File: src/rtl/imem_port_arbiter.sv
// rtl/imem_port_arbiter.sv - single-port memory arbiter between fetch (IF) and data (MEM) stages
//
// Purpose:
//   A 64x32 memory with one port is shared between instruction fetch and the
//   data stage. Each cycle this block grants the port, stalls the losing
//   requester and formats store lanes. It also keeps fetch from starving and
//   latches a halt when fetch returns ECALL. Read data is combinational and
//   writes commit at the array's clock edge.
//
// Ports:
//   clk, rst_n                 core clock, asynchronous active-low reset
//   if_req, if_addr            fetch request and byte address (PC)
//   if_rdata/valid/stall/err   fetch response, stall and misalignment flag
//   d_req, d_we, d_size        data request, store select, size (0 byte, 1 half, 2 word)
//   d_addr, d_wdata            data byte address, right-aligned store data
//   d_rdata/valid/stall/err    data response, stall and misalignment flag
//   mem_addr/we/wmask/wdata    word-addressed array port
//   mem_rdata                  combinational array read data
//   halted                     sticky: ECALL fetched, fetch port closed
//   conflict_cnt               saturating count of cycles where both ports were eligible

module imem_port_arbiter #(
    parameter int ADDR_W          = 6,
    parameter int MAX_DATA_STREAK = 3,
    parameter int CNT_W           = 16
) (
    input  logic                clk,
    input  logic                rst_n,

    input  logic                if_req,
    input  logic [ADDR_W+1:0]   if_addr,
    output logic [31:0]         if_rdata,
    output logic                if_valid,
    output logic                if_stall,
    output logic                if_err,

    input  logic                d_req,
    input  logic                d_we,
    input  logic [1:0]          d_size,
    input  logic [ADDR_W+1:0]   d_addr,
    input  logic [31:0]         d_wdata,
    output logic [31:0]         d_rdata,
    output logic                d_valid,
    output logic                d_stall,
    output logic                d_err,

    output logic [ADDR_W-1:0]   mem_addr,
    output logic                mem_we,
    output logic [3:0]          mem_wmask,
    output logic [31:0]         mem_wdata,
    input  logic [31:0]         mem_rdata,

    output logic                halted,
    output logic [CNT_W-1:0]    conflict_cnt
);

    localparam logic [31:0] ECALL_INSN = 32'h0000_0073;

    // streak must hold MAX_DATA_STREAK itself; keep at least two bits.
    localparam int STREAK_BITS = $clog2(MAX_DATA_STREAK + 1);
    localparam int STREAK_W    = (STREAK_BITS < 2) ? 2 : STREAK_BITS;
    localparam logic [STREAK_W-1:0] STREAK_MAX = STREAK_W'(MAX_DATA_STREAK);

    logic [STREAK_W-1:0] streak;

    logic if_elig;
    logic if_misal;
    logic d_aligned;
    logic d_elig;
    logic d_misal;
    logic grant_if;
    logic grant_d;
    logic both_elig;

    // ------------------------------------------------------------------
    // Eligibility and grant
    // ------------------------------------------------------------------
    always_comb begin
        d_aligned = 1'b0;
        case (d_size)
            2'd0:    d_aligned = 1'b1;
            2'd1:    d_aligned = ~d_addr[0];
            2'd2:    d_aligned = (d_addr[1:0] == 2'b00);
            default: d_aligned = 1'b0;
        endcase
    end

    always_comb begin
        // A halted fetch port is closed entirely: it is neither eligible nor
        // reported as misaligned, it simply stalls.
        if_elig   = if_req && !halted && (if_addr[1:0] == 2'b00);
        if_misal  = if_req && !halted && (if_addr[1:0] != 2'b00);
        d_elig    = d_req && d_aligned;
        d_misal   = d_req && !d_aligned;
        both_elig = if_elig && d_elig;

        // Data has priority, except once it has beaten fetch
        // MAX_DATA_STREAK times in a row.
        grant_d   = d_elig && (!if_elig || (streak != STREAK_MAX));
        grant_if  = if_elig && !grant_d;
    end

    // ------------------------------------------------------------------
    // Port responses and array drive
    // ------------------------------------------------------------------
    assign if_rdata = mem_rdata;
    assign d_rdata  = mem_rdata;

    always_comb begin
        if_valid  = 1'b0;
        if_stall  = 1'b0;
        if_err    = 1'b0;
        d_valid   = 1'b0;
        d_stall   = 1'b0;
        d_err     = 1'b0;
        mem_addr  = '0;
        mem_we    = 1'b0;
        mem_wmask = 4'b0000;
        mem_wdata = 32'h0000_0000;

        // Everything is held quiet while reset is asserted so a store in
        // flight cannot reach the array.
        if (rst_n) begin
            if_valid = grant_if || if_misal;
            if_err   = if_misal;
            if_stall = (if_elig && !grant_if) || (halted && if_req);

            d_valid  = grant_d || d_misal;
            d_err    = d_misal;
            d_stall  = d_elig && !grant_d;

            mem_addr = grant_d ? d_addr[ADDR_W+1:2] : if_addr[ADDR_W+1:2];

            if (grant_d && d_we) begin
                mem_we = 1'b1;
                case (d_size)
                    2'd0: begin
                        mem_wmask = 4'b0001 << d_addr[1:0];
                        mem_wdata = {4{d_wdata[7:0]}};
                    end
                    2'd1: begin
                        mem_wmask = 4'b0011 << d_addr[1:0];
                        mem_wdata = {2{d_wdata[15:0]}};
                    end
                    default: begin
                        mem_wmask = 4'b1111;
                        mem_wdata = d_wdata;
                    end
                endcase
            end
        end
    end

    // ------------------------------------------------------------------
    // State: starvation streak, halt latch, conflict counter
    // ------------------------------------------------------------------
    always_ff @(posedge clk or negedge rst_n) begin
        if (!rst_n) begin
            streak       <= '0;
            halted       <= 1'b0;
            conflict_cnt <= '0;
        end else begin
            if (grant_d && if_elig) begin
                if (streak != STREAK_MAX) begin
                    streak <= streak + 1'b1;
                end
            end else begin
                streak <= '0;
            end

            if (grant_if && (mem_rdata == ECALL_INSN)) begin
                halted <= 1'b1;
            end

            if (both_elig && (conflict_cnt != {CNT_W{1'b1}})) begin
                conflict_cnt <= conflict_cnt + 1'b1;
            end
        end
    end

endmodule
File: config.mk
export PLATFORM = sky130hd
export DESIGN_NAME = imem_port_arbiter
export DESIGN_NICKNAME = d
export VERILOG_FILES = /design/src/rtl/imem_port_arbiter.sv
export SDC_FILE = /design/constraint.sdc
export NUM_CORES = 1
export LEC_CHECK = 0
export CORE_MARGIN = 5
export CORE_UTILIZATION = 29
export CTS_BUF_LIST = sky130_fd_sc_hd__clkbuf_4 sky130_fd_sc_hd__clkbuf_8
export DETAILED_ROUTE_END_ITERATION = 10
export GPL_ROUTABILITY_DRIVEN = 0
export PLACE_DENSITY = 0.77
export SLEW_MARGIN = 20
export SYNTH_ARGS = -nofsm -noshare
export SYNTH_HDL_FRONTEND = slang
export SYNTH_SLANG_ARGS = --single-unit
File: constraint.sdc
create_clock -name clk -period 2 [get_ports clk]
set_input_delay 0.2 -clock clk [delete_from_list [all_inputs] [get_ports clk]]
set_output_delay 0.2 -clock clk [all_outputs]
set_load 0.01 [all_outputs]
==> results of run 1 <==
## per-layer routing
metal / vias up / part of all wire / wire [µm] / global-route usage
li1: 1345 / - / - / -
met4: 0 / 0.029 / 306 / 0.0725
met1: 1329 / 0.37 / 3910 / 0.195
met5: - / 0 / 0 / 0
met2: 161 / 0.51 / 5380 / 0.346
met3: 22 / 0.088 / 927 / 0.0617
## final timing paths
kind | startpoint | slack [ns] | to | cells after the start
max in group asynchronous | rst_n | 1.26 | conflict_cnt[7]$_DFFE_PN0P_ | 3
worst min register to register | conflict_cnt[13]$_DFFE_PN0P_ | 0.49 | conflict_cnt[13]$_DFFE_PN0P_ | 1
min in group clk | conflict_cnt[13]$_DFFE_PN0P_ | 0.49 | conflict_cnt[13]$_DFFE_PN0P_ | 1
worst max-delay path | halted$_DFFE_PN0P_ | -0.30 | mem_wdata[2] | 7
worst max register to register | halted$_DFFE_PN0P_ | 0.07 | conflict_cnt[1]$_DFFE_PN0P_ | 8
worst min-delay path | rst_n | 0.31 | halted$_DFFE_PN0P_ | 2
## per-stage QoR
stage	instance area (µm²)	hold WS, ns	util	total power, mW
3_3_place_gp	4330	0.477	0.557	1.21
5_1_grt	4860	0.313	0.626	1.66
6_report	4860	0.307	0.626	1.57
4_1_cts	4450	0.299	0.573	1.53
3_5_place_dp	4330	0.480	0.557	1.22
2_1_floorplan	2330	-0.0956	-	0.768
## cells by family (layout without fill, tap and decap cells)
| family | Yosys count | in the layout |
|---|---|---|
| AND/OR/NAND/NOR | 112 | 112 |
| buffers and inverters | 82 | 280 |
| AO/OA/AOI/OAI | 39 | 39 |
| multiplexers | 25 | 25 |
| flip-flops | 19 | 19 |
| XOR/XNOR | 14 | 14 |
| adder cells (fa/ha/maj) | 2 | 2 |
## report_power, final
part | leakage, nW | internal [mW] | switching [mW]
Sequential | 0.256 | 0.413 | 0.0245
Combinational | 1.88 | 0.499 | 0.360
Clock | 0.0262 | 0.155 | 0.120
Total | 2.16 | 1.07 | 0.504
## registers in the layout (all words and copies together), names as in the netlist
register,cells
conflict_cnt,16
halted,1
streak,2
## worst reg2reg max path, delay by kind of cell (launching register included)
| family | cells | cell delay, ns |
|---|---|---|
| flip-flops | 1 | 0.39 |
| multiplexers | 1 | 0.34 |
| buffers and inverters | 4 | 0.62 |
| AO/OA/AOI/OAI | 2 | 0.22 |
| AND/OR/NAND/NOR | 1 | 0.26 |
## final cells by class
type	count	area, µm²
flip-flops and latches	19	475
fillers	640	2910
repair buffers	270	2620
multi-input cells	192	1560
clock buffers	4	48.8
repair inverters	1	7.51
inverters	5	22.5
well taps	102	128
## what timing repair did
item	4_1_cts	5_1_grt
gates resized for setup	227	84
setup endpoints to repair	52	57
pin swaps	19	18
gates cloned	3	1
buffers inserted	13	5
## Yosys cell counts (all sizes together) (2+ instances only)
cell	number
buf	69
nor2	33
nand2	26
mux2i	22
a21oi	21
dfrtp	19
xor2	12
and2	9
a211oi	8
clkbuf	8
nand3	8
and3	6
nor2b	6
inv	5
nor4	5
nor3	4
a2111oi	3
mux2	3
nor4b	3
and4	2
ha	2
nor4bb	2
o21ai	2
or2	2
xnor2	2
==> summary.txt, run 1 <==
Final layout
  – Most frequent cells in the layout: clkdlybuf4s50_1, buf_6, buf_4
  – Non-Filler Instances: 593
  – Most common cell after layout, fill and taps aside: clkdlybuf4s50_1
  – Nets: approximately 580
  – Layout cells sized above 1: 0.334
  – P&R area growth vs syn: 109%
  – N_diodes: 0

STA
  – TNS Setup: -8.62 ns
  – Clock Skew: about 0.0065 ns
  – Fmax achieved: about 430 MHz
  – Max Slew Vio Count: 0
  – Post-route setup slack: -0.304 ns
  – Final min period: 2.30 ns
  – Slew of the pin with the lowest slew margin: 0.412 ns
  – Final hold vios: 0
  – # setup viols final: 44
  – RSZ-0062 raised after global routing: yes
  – Final worst-path cycle share: 1.15
  – Max_slew headroom: 0.725

Place
  – Dpl hpwl: 7.91 mm
  – Buffers on Ports: 216
  – Dpl ws: -0.591 ns
  – Post-Place Cells: 570

Setup path
  – Crit-path leading delay family: simple AND/OR/NAND/NOR gates
  – Critical path class: flop to output pin
  – Crit path largest cell delay: 0.52 ns
  – CP max FO: 4
  – Startpoint Class: flop
  – CP endpoint kind: output pin
  – Crit-path most repeated cell: buf_6
  – Critical Path, Cell by Cell: or4b_4 -> o221ai_4 -> or2_4 -> clkinvlp_4 -> buf_6 -> and2_4 -> buf_6
  – Data arrival, critical path: 2.10 ns
  – Buffers & Inverters on Critical Path: 3
  – CP max-delay cell: or4b_4
  – WP data required: 1.80 ns

GRT
  – First-pass GRT wire length: 15.1 mm
  – GR Overflow Total: 0
  – Vias in the first global route: ~3000
  – Largest net degree at the start of global routing: 29
  – Total GRT Usage: 0.187
  – Initial antenna violation count: 0

Synthesis
  – Number of synthesized register bits: 19
  – Mux cell area share after synthesis: 0.109
  – Post-Syn Nets: around 380
  – XOR/XNOR Fraction of Synth Area: 0.0527
  – Yosys cell types: 44
  – Post-synth EDFFs: 0
  – Synth top area share: 0.206
  – Area share of and/or/nand/nor cells after synthesis: 0.252
  – Top cells by area, synth: buf_4, dfrtp_1, mux2i_1
  – Mapped cell area: roughly 0.0023 mm²
  – Yosys warning count: 0
  – Main synth FF type: dfrtp_1
  – Cell taking the most area after synthesis: buf_4
  – Synth Instances: between 200 and 300
  – Adder-cell area share of the yosys netlist: 0.0108
  – Asr flop ratio synth: 1.00
  – Largest family of logic cells by synthesized area: buffers and inverters
  – Mapped Avg Cell Area: a little under 8 µm²
  – Compound-Gate Fraction of Synth Area: 0.118
  – Sequential fraction of the synthesis area: 0.204

Clock network
  – Worst-path clk slew: 0.07 ns
  – CTS Sinks: 19
  – Cts bufs inserted: 3
  – H-tree levels: 1
  – Root buf cell: clkbuf_8
  – Hold Buf Count CTS: 0
  – CTS Buffer Depth: 2
  – CTS tree: built
  – Later-pin clock latency in the skew report: 0.25 ns

Floorplanning
  – Starting Density: 0.300
  – Cell Rows: 32
  – Die height: roughly 100 µm
  – Io pins: 217
  – Die W: 99.6 µm
  – Core footprint: roughly 0.0078 mm²
  – Die footprint: slightly below 0.01 mm²

Power and ir drop
  – Peak supply drop: ~0.00056 V
  – Power Dens Cells: ~320 mW/mm²
  – Leak pwr: 2.16 nW

Drt
  – DR vias/cell: 4.82
  – Antenna viol nets, final: 0
  – Drt initial violations: 90
  – Wire per inst: 17.8 µm
  – Vias: 2857
  – Drt total wl: between 10 and 15 mm
  – Drc violations: 0
  – DRT Pass-1 Iters: 4

Status
  – Failing checks: setup timing
  – Status: finished with violations

Min path
  – Hold WC Path Type: primary input to async pin

Flow run
  – Max-cap violation count: 0
Power figures use the tool's default switching activity.
==> run 2: changes to the inputs <==
Settings changed: CTS_BUF_LIST sky130_fd_sc_hd__clkbuf_4 sky130_fd_sc_hd__clkbuf_8 to sky130_fd_sc_hd__clkbuf_8.
==> summary.txt, run 2 (synthesis gave the netlist of run 1 again) <==
Status
  – Status: finished with violations
  – Failing checks: setup timing

Flow run
  – Max-cap violation count: 0 (unchanged)

Clock network
  – H-tree levels: 1 (unchanged)
  – Worst-path clk slew: 0.07 ns (about the same)
  – CTS Sinks: 19 (unchanged)
  – CTS Buffer Depth: 2 (unchanged)
  – CTS tree: built
  – Later-pin clock latency in the skew report: 0.25 ns (about the same)
  – Root buf cell: clkbuf_8
  – Cts bufs inserted: 3 (unchanged)

STA
  – Slew of the pin with the lowest slew margin: 0.410 ns (-0.00215 ns)
  – Final hold vios: 0 (unchanged)
  – Final worst-path cycle share: 1.15 (about the same)
  – Post-route setup slack: -0.304 ns (-0.000802 ns)
  – RSZ-0062 raised after global routing: yes
  – Max_slew headroom: 0.727 (+0.00144)
  – Final min period: 2.30 ns (+0.000802 ns)
  – TNS Setup: -8.66 ns (-0.0353 ns)
  – Clock Skew: 0.00602 ns (-0.000514 ns)
  – Max Slew Vio Count: 0 (unchanged)
  – # setup viols final: 44 (unchanged)
  – Fmax achieved: 434 MHz (about the same)

Final layout
  – Non-Filler Instances: 593 (unchanged)
  – Fin area: 0.00486 mm² (about the same)
  – N_diodes: 0 (unchanged)
  – Top reg by flops: conflict_cnt
  – Max reg flops: 16 (unchanged)
  – Area occupied by multi-input gates: 0.00156 mm² (unchanged)
  – # fillers: 642 (+0.31%)
  – Most common cell after layout, fill and taps aside: clkdlybuf4s50_1
  – Largest regs: conflict_cnt x16, streak x2, halted x1
  – P&R area growth vs syn: 109% (about the same)
  – Reg area: 475 µm² (unchanged)
  – Most frequent cells in the layout: clkdlybuf4s50_1, buf_6, buf_4
  – Layout cells sized above 1: 0.332 (-0.00204)
  – Nets: 581 (unchanged)

GRT
  – Largest net degree at the start of global routing: 29 (unchanged)
  – Initial antenna violation count: 0 (unchanged)
  – GR Overflow Total: 0 (unchanged)
  – Vias in the first global route: 3042 (unchanged)
  – First-pass GRT wire length: 15.1 mm (unchanged)
  – Total GRT Usage: 0.187 (unchanged)

Setup path
  – Crit path largest cell delay: 0.52 ns (about the same)
  – CP endpoint kind: output pin
  – Crit-path most repeated cell: buf_6
  – Startpoint Class: flop
  – WP data required: 1.80 ns (about the same)
  – Critical path class: flop to output pin
  – Buffers & Inverters on Critical Path: 3 (unchanged)
  – Data arrival, critical path: 2.10 ns (about the same)
  – CP max FO: 4 (unchanged)
  – Crit-path leading delay family: simple AND/OR/NAND/NOR gates
  – Critical Path, Cell by Cell: or4b_4 -> o221ai_4 -> or2_4 -> clkinvlp_4 -> buf_6 -> and2_4 -> buf_6
  – CP max-delay cell: or4b_4

Floorplanning
  – Die W: 99.6 µm (unchanged)
  – Io pins: 217 (unchanged)
  – Cell Rows: 32 (unchanged)
  – Starting Density: 0.300 (unchanged)
  – Die height: 99.6 µm (unchanged)
  – Core footprint: 0.00777 mm² (unchanged)
  – Die footprint: 0.00992 mm² (unchanged)

Power and ir drop
  – Leak pwr: 2.16 nW (about the same)
  – Combinational Power Share: 0.553 (+0.006)
  – Clk pwr share: 0.166 (-0.009)
  – Power Dens Cells: 320 mW/mm² (-1.1%)
  – Int Power: 1.05 mW (-1.8%)
  – Peak supply drop: 0.000564 V (about the same)
  – Sw Ratio: 0.325 (+0.00417)
  – Sequential share of power: 0.282 (+0.004)
  – P_sw: 0.505 mW (+0.14%)

Place
  – Post-DP Area: 0.00433 mm² (unchanged)
  – Dpl hpwl: 7.91 mm (unchanged)
  – Dpl ws: -0.591 ns (unchanged)
  – Buffers on Ports: 216 (unchanged)
  – Post-Place Cells: 570 (unchanged)

Drt
  – Antenna viol nets, final: 0 (unchanged)
  – Wire per inst: 17.8 µm (about the same)
  – DRT Pass-1 Iters: 4 (unchanged)
  – Top Layer Used: met4
  – DR vias/cell: 4.82 (unchanged)
  – Vias: 2857 (unchanged)
  – Met3 routed WL: 927 µm (unchanged)
  – Drt total wl: 10.5 mm (about the same)
  – Drc violations: 0 (unchanged)
  – Drt initial violations: 90 (unchanged)
  – Routed met1 length: 3.91 mm (about the same)
  – Wire length on met2: 5.38 mm (about the same)

Min path
  – Hold WC Path Type: primary input to async pin
run 2: changes by cell type in the layout (fill, tap and decap cells not counted), sizes merged:
cell and change:
inv +1, clkbuf -1
run 2: stage by stage:
stage	hold slack [ns]	power, mW	util
finish	0.307	1.55	0.625
global route	0.313	1.64	0.625
CTS	0.299	1.51	0.573
detailed placement	0.480	1.22	0.557
global placement	0.477	1.21	0.557
floorplan	-0.0956	0.768	-
run 2: final cells by class:
cell class,count,share of cell area
clock buffers,3,0.00850
well taps,102,0.0263
repair buffers,270,0.539
flip-flops and latches,19,0.0979
repair inverters,1,0.00155
clock inverters,1,0.000773
multi-input cells,192,0.322
inverters,5,0.00464
run 2: layer usage:
layer / GRT usage / vias up
met2: 0.346 / 161
met5: 0 / -
met3: 0.0617 / 22
li1: - / 1345
met4: 0.0725 / 0
met1: 0.195 / 1329
run 2: path summary, 6_finish.rpt:
path | from | end | slack, ns | cells after the start
worst max-delay path | halted$_DFFE_PN0P_ | mem_wdata[2] | -0.30 | 7
worst min-delay path | rst_n | halted$_DFFE_PN0P_ | 0.31 | 2
worst max register to register | halted$_DFFE_PN0P_ | conflict_cnt[1]$_DFFE_PN0P_ | 0.07 | 8
worst min register to register | conflict_cnt[13]$_DFFE_PN0P_ | conflict_cnt[13]$_DFFE_PN0P_ | 0.49 | 1
max in group asynchronous | rst_n | conflict_cnt[3]$_DFFE_PN0P_ | 1.26 | 3
min in group clk | conflict_cnt[13]$_DFFE_PN0P_ | conflict_cnt[13]$_DFFE_PN0P_ | 0.49 | 1
run 2: power by group through the flow:
stage               Combinational, mW  Sequential (mW)  Clock (mW)
floorplan                       0.303            0.466           0
global placement                0.769            0.442           0
detailed placement              0.778            0.444           0
CTS                             0.807            0.437       0.269
global route                    0.915            0.440       0.284
finish                          0.858            0.437       0.257
run 2: what timing repair did:
item / 4_1_cts / 5_1_grt
setup buffers: 13 / 5
gates resized for setup: 227 / 84
pin swaps: 19 / 18
setup endpoints to repair: 52 / 57
hold buffers: 0 / 0
gates cloned: 3 / 1
==> run 3: changes to the inputs <==
Settings changed: SETUP_SLACK_MARGIN set to 0.02.
==> summary.txt, run 3 (synthesis gave the netlist of run 1 again) <==
Setup path
  – R2R Setup Slk: 0.07 ns (about the same)
  – WP data required: 1.80 ns (about the same)
  – Reg-to-reg critical path startpoint: halted$_DFFE_PN0P_
  – Crit Reg-Reg Endpoint: conflict_cnt[9]$_DFFE_PN0P_
  – Crit-path most repeated cell: buf_6
  – Critical path class: flop to output pin
  – Crit path largest cell delay: 0.51 ns (about the same)
  – CP max-delay cell: or4b_4
  – CP endpoint kind: output pin
  – Startpoint Class: flop
  – CP max FO: 4 (unchanged)
  – Critical Path, Cell by Cell: or4b_4 -> o221ai_4 -> or2_4 -> buf_6 -> clkinvlp_4 -> buf_6 -> and2_1 -> buf_2
  – Reg2Reg Depth: 8 (unchanged)
  – Data arrival, critical path: 2.12 ns (+0.02 ns)

STA
  – Final worst-path cycle share: 1.16 (+0.00700)
  – # setup viols final: 43 (-2.3%)
  – Post-route setup slack: -0.318 ns (-0.0140 ns)
  – Slew of the pin with the lowest slew margin: 0.524 ns (+0.114 ns)
  – Final hold vios: 0 (unchanged)
  – Max Slew Vio Count: 0 (unchanged)
  – Max_slew headroom: 0.651 (-0.0758)
  – RSZ-0062 raised after global routing: yes
  – Final min period: 2.32 ns (+0.0140 ns)
  – Clock Skew: 0.00497 ns (-0.00105 ns)
  – TNS Setup: -8.44 ns (+0.215 ns)
  – Fmax achieved: 431 MHz (-0.60%)

Floorplanning
  – Die footprint: 0.00992 mm² (unchanged)
  – Core footprint: 0.00777 mm² (unchanged)
  – Cell Rows: 32 (unchanged)
  – Starting Density: 0.300 (unchanged)
  – Die height: 99.6 µm (unchanged)
  – Io pins: 217 (unchanged)
  – Die W: 99.6 µm (unchanged)

Clock network
  – Later-pin clock latency in the skew report: 0.25 ns (about the same)
  – Worst-path clk slew: 0.07 ns (about the same)
  – Root buf cell: clkbuf_8
  – Hold Buf Count CTS: 0 (unchanged)
  – CTS Sinks: 19 (unchanged)
  – CTS Buffer Depth: 2 (unchanged)
  – H-tree levels: 1 (unchanged)
  – CTS tree: built
  – Cts bufs inserted: 3 (unchanged)

Place
  – Post-Place Cells: 574 (+0.70%)
  – Buffers on Ports: 216 (unchanged)
  – Dpl hpwl: 7.99 mm (+0.91%)

Power and ir drop
  – Sequential share of power: 0.282 (about the same)
  – Sw Ratio: 0.321 (-0.00455)
  – P_sw: 0.497 mW (-1.5%)
  – Clk pwr share: 0.172 (+0.006)
  – Power Dens Cells: 322 mW/mm² (+0.84%)
  – Int Power: 1.05 mW (+0.53%)
  – Combinational Power Share: 0.546 (-0.007)
  – Peak supply drop: 0.000552 V (-2.2%)
  – Leak pwr: 2.20 nW (+1.9%)

Status
  – Failing checks: setup timing
  – Status: finished with violations

Drt
  – Wire per inst: 17.5 µm (-1.3%)
  – Vias: 2846 (-0.39%)
  – Antenna viol nets, final: 0 (unchanged)
  – Drt total wl: 10.5 mm (about the same)
  – Drt initial violations: 55 (-39%)
  – DR vias/cell: 4.74 (-1.7%)
  – DRT Pass-1 Iters: 4 (unchanged)
  – Drc violations: 0 (unchanged)

GRT
  – Vias in the first global route: 2996 (-1.5%)
  – Initial antenna violation count: 0 (unchanged)
  – Total GRT Usage: 0.188 (+0.00109)
  – Largest net degree at the start of global routing: 27 (-6.9%)
  – GR Overflow Total: 0 (unchanged)
  – First-pass GRT wire length: 15.3 mm (+1.2%)

Final layout
  – # fillers: 640 (-0.31%)
  – Top reg by flops: conflict_cnt
  – Non-Filler Instances: 601 (+1.3%)
  – Largest regs: conflict_cnt x16, streak x2, halted x1
  – Most frequent cells in the layout: clkdlybuf4s50_1, buf_4, buf_6
  – Layout cells sized above 1: 0.339 (+0.00670)
  – P&R area growth vs syn: 107%
  – N_diodes: 0 (unchanged)
  – Nets: 589 (+1.4%)
  – Most common cell after layout, fill and taps aside: clkdlybuf4s50_1
  – Max reg flops: 16 (unchanged)

Flow run
  – Max-cap violation count: 0 (unchanged)

Min path
  – Hold WC Path Type: primary input to async pin
-- run 3: worst max-delay path by stage --
stage / from / end / slack [ns] / cells past startpoint
floorplan: halted$_DFFE_PN0P_ / mem_wdata[16] / 0.07 / 6
global placement: d_addr[0] / mem_wdata[14] / -0.61 / 8
detailed placement: d_addr[0] / mem_wdata[15] / -0.63 / 8
CTS: halted$_DFFE_PN0P_ / mem_wdata[6] / -0.38 / 8
global route: halted$_DFFE_PN0P_ / mem_wdata[4] / -0.39 / 8
finish: halted$_DFFE_PN0P_ / mem_wdata[4] / -0.32 / 8
-- run 3: metal layers --
layer  vias up  global-route usage  wire length (µm)
li1       1369                   -                 -
met1      1327               0.217              4070
met2       134               0.347              5380
met3        16              0.0575               909
met4         0              0.0294               177
met5         -                   0                 0
-- run 3: power groups by stage --
stage	logic (mW)	registers [mW]	clock network, mW
final	0.846	0.437	0.266
after global routing	0.899	0.440	0.292
after CTS	0.816	0.437	0.276
after detailed placement	0.786	0.444	0
after global placement	0.776	0.442	0
after floorplan	0.303	0.466	0
-- run 3: worst max-delay path: cells and delay by family (launching register included) --
kind	cells	cell delay, ns
compound gates	1	0.17
buf+inv	4	0.48
flops	1	0.40
simple gates	3	0.81
-- run 3: layout make-up --
| type | instances | area, µm² | area share |
|---|---|---|---|
| Timing Repair Buffer | 279 | 2630 | 0.546 |
| Multi-Input combinational cell | 192 | 1510 | 0.314 |
| Sequential cell | 19 | 477 | 0.0991 |
| Tap cell | 102 | 128 | 0.0265 |
| Clock buffer | 3 | 41.3 | 0.00858 |
| Inverter | 5 | 22.5 | 0.00468 |
| Clock inverter | 1 | 5.00 | 0.00104 |
-- run 3: through the flow --
stage / total power [mW] / cell area, µm² / util / hold slack (ns) / setup slack [ns]
6_report: 1.55 / 4810 / 0.619 / 0.303 / -0.318
5_1_grt: 1.63 / 4810 / 0.619 / 0.301 / -0.387
4_1_cts: 1.53 / 4550 / 0.586 / 0.318 / -0.381
3_5_place_dp: 1.23 / 4360 / 0.561 / 0.475 / -0.631
3_3_place_gp: 1.22 / 4360 / 0.561 / 0.478 / -0.606
2_1_floorplan: 0.768 / 2330 / - / -0.0956 / 0.0691
-- run 3: timing repair --
item / CTS / global route
buffers inserted: 19 / 4
cloned: 1 / 0
pin swaps: 22 / 9
endpoints found under the setup margin: 54 / 54
gates resized for setup: 243 / 60
